--- config.mk ---
export PLATFORM = sky130hd
export DESIGN_NAME = xswitch_port_sink_flat
export DESIGN_NICKNAME = d
export VERILOG_FILES = /design/src/rtl/xswitch_port_sink_if.sv /design/src/rtl/xswitch_port_sink.sv /design/src/flat_wrapper.sv
export SDC_FILE = /design/constraint.sdc
export NUM_CORES = 1
export LEC_CHECK = 0
export ABC_AREA = 0
export ABC_CLOCK_PERIOD_IN_PS = 4000
export CORE_MARGIN = 5
export CORE_UTILIZATION = 35
export CTS_CLUSTER_DIAMETER = 150
export DETAILED_ROUTE_END_ITERATION = 6
export PLACE_DENSITY = 0.55
export SLEW_MARGIN = 20
export SYNTH_ARGS = -nofsm -noshare
export SYNTH_HDL_FRONTEND = slang
export SYNTH_SLANG_ARGS = --single-unit
export TNS_END_PERCENT = 10
--- constraint.sdc ---
create_clock -name clk -period 4 [get_ports clk]
set_clock_uncertainty 0.2 [all_clocks]
set_input_delay 0.4 -clock clk [delete_from_list [all_inputs] [get_ports clk]]
set_output_delay 0.4 -clock clk [all_outputs]
set_load 0.005 [all_outputs]
--- src/rtl/xswitch_port_sink_if.sv ---
// ---------------------------------------------------------------------------
// xswitch_port_sink_if
// Bundles everything between one crossbar output port, the sink FIFO and the
// downstream consumer into one interface so the sink has a compact port list.
//
// Signals
//   addr_out/data_out/valid_out : word presented by the switch output port
//   data_rd                     : sink accepts the presented word this cycle
//   pkt_valid/pkt_addr/pkt_data : FIFO head word offered to the consumer
//   pkt_ready                   : consumer takes the head word this cycle
//   level                       : FIFO occupancy
//   rx_cnt/misroute_cnt         : accepted-word counters (matching/mismatching)
//   misroute_err                : sticky misroute flag
//   clr_cnt                     : synchronous clear of counters and flag
//
// Modports
//   slave  : the sink itself
//   master : the environment (switch port + consumer + control)
// ---------------------------------------------------------------------------
interface xswitch_port_sink_if #(
  parameter int DATA_W = 8,
  parameter int ADDR_W = 8,
  parameter int DEPTH  = 4
);
  localparam int LVL_W = $clog2(DEPTH) + 1;

  logic [ADDR_W-1:0] addr_out;
  logic [DATA_W-1:0] data_out;
  logic              valid_out;
  logic              data_rd;
  logic              pkt_valid;
  logic [ADDR_W-1:0] pkt_addr;
  logic [DATA_W-1:0] pkt_data;
  logic              pkt_ready;
  logic [LVL_W-1:0]  level;
  logic [15:0]       rx_cnt;
  logic [15:0]       misroute_cnt;
  logic              misroute_err;
  logic              clr_cnt;

  modport slave (
    input  addr_out, data_out, valid_out, pkt_ready, clr_cnt,
    output data_rd, pkt_valid, pkt_addr, pkt_data, level,
           rx_cnt, misroute_cnt, misroute_err
  );

  modport master (
    output addr_out, data_out, valid_out, pkt_ready, clr_cnt,
    input  data_rd, pkt_valid, pkt_addr, pkt_data, level,
           rx_cnt, misroute_cnt, misroute_err
  );
endinterface

--- src/rtl/xswitch_port_sink.sv ---
// ---------------------------------------------------------------------------
// xswitch_port_sink
// Terminates one crossbar output port. Words whose low two address bits match
// PORT_ID are queued in a first-word-fall-through FIFO for the consumer;
// mismatching words are still drained from the switch but dropped, counted
// and flagged as misroutes.
//
// Ports
//   clk   : single clock, rising edge
//   reset : asynchronous, active-high
//   bus   : xswitch_port_sink_if.slave (switch side, consumer side, status)
// ---------------------------------------------------------------------------
module xswitch_port_sink #(
  parameter int DATA_W  = 8,
  parameter int ADDR_W  = 8,
  parameter int PORT_ID = 0,
  parameter int DEPTH   = 4
) (
  input  logic                clk,
  input  logic                reset,
  xswitch_port_sink_if.slave  bus
);

  localparam int PTR_W   = $clog2(DEPTH);
  localparam int LVL_W   = PTR_W + 1;
  localparam int ENTRY_W = ADDR_W + DATA_W;
  localparam logic [1:0]       PORT_SEL = PORT_ID[1:0];
  localparam logic [LVL_W-1:0] FULL_LVL = LVL_W'(DEPTH);

  logic [ENTRY_W-1:0] mem_q [DEPTH];
  logic [ENTRY_W-1:0] head;
  logic [PTR_W-1:0]   wrPtr_q, wrPtr_d;
  logic [PTR_W-1:0]   rdPtr_q, rdPtr_d;
  logic [LVL_W-1:0]   level_q, level_d;
  logic [15:0]        rxCnt_q, rxCnt_d;
  logic [15:0]        misCnt_q, misCnt_d;
  logic               misErr_q, misErr_d;
  logic               full, empty, accept, match, push, pop;

  // Handshake decode. Acceptance depends only on the registered level, so a
  // pop in the same cycle never frees a slot for the switch; it retries.
  // Gating with reset keeps data_rd low while reset is held.
  always_comb begin
    full   = (level_q == FULL_LVL);
    empty  = (level_q == '0);
    accept = bus.valid_out & ~full & ~reset;
    match  = (bus.addr_out[1:0] == PORT_SEL);
    push   = accept & match;
    pop    = ~empty & bus.pkt_ready;
  end

  // Next-state for pointers, occupancy and statistics. Pointers wrap
  // naturally because DEPTH is a power of two. Counters saturate, and a
  // clear request overrides any increment in the same cycle.
  always_comb begin
    wrPtr_d  = wrPtr_q;
    rdPtr_d  = rdPtr_q;
    level_d  = level_q;
    rxCnt_d  = rxCnt_q;
    misCnt_d = misCnt_q;
    misErr_d = misErr_q;

    if (push) wrPtr_d = wrPtr_q + PTR_W'(1);
    if (pop)  rdPtr_d = rdPtr_q + PTR_W'(1);

    case ({push, pop})
      2'b10:   level_d = level_q + LVL_W'(1);
      2'b01:   level_d = level_q - LVL_W'(1);
      default: level_d = level_q;
    endcase

    if (bus.clr_cnt) begin
      rxCnt_d  = '0;
      misCnt_d = '0;
      misErr_d = 1'b0;
    end else if (accept) begin
      if (match) begin
        if (rxCnt_q != 16'hFFFF) rxCnt_d = rxCnt_q + 16'd1;
      end else begin
        if (misCnt_q != 16'hFFFF) misCnt_d = misCnt_q + 16'd1;
        misErr_d = 1'b1;
      end
    end
  end

  // Control and status registers. Reset empties the FIFO by clearing the
  // pointers and level; stale storage contents are simply ignored.
  always_ff @(posedge clk or posedge reset) begin
    if (reset) begin
      wrPtr_q  <= '0;
      rdPtr_q  <= '0;
      level_q  <= '0;
      rxCnt_q  <= '0;
      misCnt_q <= '0;
      misErr_q <= 1'b0;
    end else begin
      wrPtr_q  <= wrPtr_d;
      rdPtr_q  <= rdPtr_d;
      level_q  <= level_d;
      rxCnt_q  <= rxCnt_d;
      misCnt_q <= misCnt_d;
      misErr_q <= misErr_d;
    end
  end

  // FIFO storage has no reset; only entries between the pointers are live.
  always_ff @(posedge clk) begin
    if (push) mem_q[wrPtr_q] <= {bus.addr_out, bus.data_out};
  end

  // Head word is forced to zero whenever nothing is queued.
  always_comb begin
    head = empty ? '0 : mem_q[rdPtr_q];
  end

  assign bus.data_rd      = accept;
  assign bus.pkt_valid    = ~empty;
  assign bus.pkt_addr     = head[ENTRY_W-1:DATA_W];
  assign bus.pkt_data     = head[DATA_W-1:0];
  assign bus.level        = level_q;
  assign bus.rx_cnt       = rxCnt_q;
  assign bus.misroute_cnt = misCnt_q;
  assign bus.misroute_err = misErr_q;

endmodule

--- src/flat_wrapper.sv ---
// flat-port wrapper written by rule: the top's interface ports become plain ports
module xswitch_port_sink_flat 
#(
  parameter int DATA_W  = 8,
  parameter int ADDR_W  = 8,
  parameter int PORT_ID = 0,
  parameter int DEPTH   = 4
)
  (clk, reset, bus_addr_out, bus_data_out, bus_valid_out, bus_pkt_ready, bus_clr_cnt, bus_data_rd, bus_pkt_valid, bus_pkt_addr, bus_pkt_data, bus_level, bus_rx_cnt, bus_misroute_cnt, bus_misroute_err);
  xswitch_port_sink_if #(.DATA_W(DATA_W), .ADDR_W(ADDR_W), .DEPTH(DEPTH)) bus_i ();
  input  logic clk;
  input  logic reset;
  input wire logic [$bits(bus_i.addr_out)-1:0] bus_addr_out;
  input wire logic [$bits(bus_i.data_out)-1:0] bus_data_out;
  input wire logic [$bits(bus_i.valid_out)-1:0] bus_valid_out;
  input wire logic [$bits(bus_i.pkt_ready)-1:0] bus_pkt_ready;
  input wire logic [$bits(bus_i.clr_cnt)-1:0] bus_clr_cnt;
  output wire logic [$bits(bus_i.data_rd)-1:0] bus_data_rd;
  output wire logic [$bits(bus_i.pkt_valid)-1:0] bus_pkt_valid;
  output wire logic [$bits(bus_i.pkt_addr)-1:0] bus_pkt_addr;
  output wire logic [$bits(bus_i.pkt_data)-1:0] bus_pkt_data;
  output wire logic [$bits(bus_i.level)-1:0] bus_level;
  output wire logic [$bits(bus_i.rx_cnt)-1:0] bus_rx_cnt;
  output wire logic [$bits(bus_i.misroute_cnt)-1:0] bus_misroute_cnt;
  output wire logic [$bits(bus_i.misroute_err)-1:0] bus_misroute_err;
  assign bus_i.addr_out = bus_addr_out;
  assign bus_i.data_out = bus_data_out;
  assign bus_i.valid_out = bus_valid_out;
  assign bus_i.pkt_ready = bus_pkt_ready;
  assign bus_i.clr_cnt = bus_clr_cnt;
  assign bus_data_rd = bus_i.data_rd;
  assign bus_pkt_valid = bus_i.pkt_valid;
  assign bus_pkt_addr = bus_i.pkt_addr;
  assign bus_pkt_data = bus_i.pkt_data;
  assign bus_level = bus_i.level;
  assign bus_rx_cnt = bus_i.rx_cnt;
  assign bus_misroute_cnt = bus_i.misroute_cnt;
  assign bus_misroute_err = bus_i.misroute_err;
  xswitch_port_sink #(.DATA_W(DATA_W), .ADDR_W(ADDR_W), .PORT_ID(PORT_ID), .DEPTH(DEPTH)) u_core (.clk(clk), .reset(reset), .bus(bus_i));
endmodule
==> metrics <==
status finished clean; CTS max path bufs 2; number of global-route vias before repair 3254; Worst-Skew Late Latency approximately 0.34 ns; P&R area growth vs syn 25.3%; YS warnings 0; highest clock rate 336 MHz; P_int about 2.3 mW; Worst Setup Path Type reg2out; die width approximately 130 um; residual DRC count 0; synthesis-stage register bit count 104; Place WS about 0.98 ns; largest net degree at the start of global routing 50; remaining global-route overflow 0; cells after synthesis 356; critical path peak fanout 13; initial antenna violation count 0; first-pass GRT wire length 16.9 mm; Pre-Repair DR Iteration Count 4; # IOs 75; Final Hold Viols 0; pwr/cell area 498 nW/um^2; required time worst endpoint 3.40 ns; Std-Cell Rows 43; Switching Share 0.258; fin. max-slew vios 0; # placed instances 597; GR Util All Layers 0.132; FILL cells between 1000 and 1500; FF/Latch Area 2920 um^2; worst vdd ir 0.180 mV; footprint of the multi-input gates 1830 um^2; area of the core 13800 um^2; share of layout cells above drive strength 1 0.139; final setup violating endpoints 0; syn nets 385; Yosys cell types 45; leakage 2.17 nW; number of synthesized flops with an enable pin 64; final period utilization 0.745; final wirelength between 10 and 15 mm; Setup WS post-layout between 1 and 1.5 ns; DP Wirelength 7.03 mm; Root Buffer clkbuf_16; CTS clk-pin slew, worst paths about 0.07 ns; Setup crit start kind flip-flop; Die Span Y about 130 um; Max transition margin 0.409; post-synthesis sequential area ratio 0.600; CP Capture Type output pin; measured slew at the worst slew-check pin 0.886 ns; Post-synth ARST share 0.385; Max Cap Viol 0; Post-Layout Cell Count a little over 600; via count 3155; final net count 457; Switch Pwr 0.783 mW; Core Util, Final 0.443; # diodes 0; logic gate share of total power 0.260; Final Power 3.04 mW; initial drt markers around 150; syn avg cell area 13.7 um^2; post-CTS setup buffer count 0; CTS H-tree lvls 3; GP Congestion 0.748; RSZ-0062 raised after global routing no; Arr. time, crit path 2.38 ns; die area roughly 16000 um^2; Post-CTS Resized 0; Seq pwr share 0.426; routed len/inst 17.3 um; Num CTS Buffers 9; ys flop type edfxtp_1; Initial Util 0.353; fin crit period 2.98 ns; HP Class reg2reg; setup TNS 0 ns; CTS Sinks 104; hold_buf cts 0; Port Buf Inserts 74; Clk pwr share 0.313; drt via density 5.15; Post-DRT Antenna Nets 0; CTS tree done; synthesized area 4870 um^2
critical path: stages, from the launching register on:
cell             delay (ns)
dfrtp_1                0.52
buf_4                  0.34
mux4_2                 0.52
and2_1                 0.18
clkdlybuf4s50_1        0.46
Yosys cell counts, types with 7 or more instances:
| cell | count | area, um^2 |
|---|---|---|
| nor4_1 | 7 | 43.8 |
| nor2_1 | 19 | 71.3 |
| clkbuf_1 | 10 | 37.5 |
| nand4_1 | 8 | 50.1 |
| inv_1 | 8 | 30.0 |
| nor2b_1 | 15 | 93.8 |
| dfrtp_1 | 40 | 1000 |
| mux2_2 | 15 | 169 |
| a21oi_1 | 20 | 100 |
| edfxtp_1 | 64 | 1920 |
| nand3_1 | 16 | 80.1 |
| ha_1 | 7 | 87.6 |
| mux4_2 | 16 | 360 |
| o31ai_1 | 10 | 75.1 |
| nand2_1 | 10 | 37.5 |
| and2_1 | 19 | 119 |
| or4_1 | 12 | 90.1 |
kinds of logic after synthesis:
family	count (synthesis)	synth area share
compound gates	39	0.0473
flops	104	0.600
xor+xnor	6	0.0108
simple gates	141	0.183
buf+inv	25	0.0234
fa+ha+maj	8	0.0221
mux	33	0.113
power by group through the flow:
stage	registers, mW	clock network (mW)	logic, mW
after CTS	1.30	0.983	0.815
after global routing	1.31	1.02	0.872
final	1.29	0.951	0.790
after global placement	1.32	0	0.799
after floorplan	1.26	0	0.485
after detailed placement	1.32	0	0.814
stage by stage:
step	hold WS [ns]	instance area, um^2
floorplan	0.298	4870
global placement	0.303	5780
detailed placement	0.307	5780
CTS	0.326	6100
global route	0.350	6100
finish	0.319	6100
worst paths after layout:
kind / startpoint / end / slack [ns] / cells past startpoint
worst min register to register: u_core.bus.misroute_err / u_core.bus.misroute_err / 0.32 / 2
worst max-delay path: u_core.rdPtr_q[0] / bus_pkt_addr[6] / 1.02 / 4
worst min-delay path: u_core.bus.misroute_err / u_core.bus.misroute_err / 0.32 / 2
worst max register to register: u_core.bus.level[0] / u_core.bus.level[2] / 1.31 / 9
max in group asynchronous: reset / u_core.bus.misroute_cnt[8] / 2.46 / 3
min in group asynchronous: reset / u_core.rdPtr_q[1] / 0.35 / 2
sequential cells by signal (all words and copies together), names as in the netlist:
register / cells
u_core.rdPtr_q: 2
u_core.bus.misroute_cnt: 16
u_core.mem_q: 64
u_core.wrPtr_q: 2
u_core.bus.misroute_err: 1
u_core.bus.rx_cnt: 16
u_core.bus.level: 3
cells in the final DEF (no fill, tap or decap), drive strengths merged:
master          n
nor3            5
nor2b          15
and3            6
mux2           15
clkbuf         10
dfrtp          40
or3             6
and4            5
nor2           19
fa              1
mux2i           2
nor4            9
clkinv          2
bufinv          2
clkdlybuf4s50  74
o211ai          1
nand2b          3
a21oi          20
o21ai           5
inv            11
xor2            3
a211oi          3
nand2          10
or3b            1
edfxtp         64
nor3b           1
nand3          16
or2             1
mux4           16
buf             3
nand4          10
ha              7
and2           19
o31ai          10
nor4b           3
or4            12
xnor2           3
layer usage:
metal	wire length, um	vias up	global-route usage
li1	-	1509	-
met1	5020	1553	0.181
met2	4840	82	0.205
met3	565	11	0.0329
met4	145	0	0.0474
met5	0	-	0
layout make-up:
cell class / count / area share
sequential: 104 / 0.479
inverter: 9 / 0.00595
clock inverter: 6 / 0.0150
clock buffer: 10 / 0.0375
timing repair buffer: 77 / 0.125
multi-input combinational: 227 / 0.300
tap: 180 / 0.0369
(Power assumes the default switching activity.)
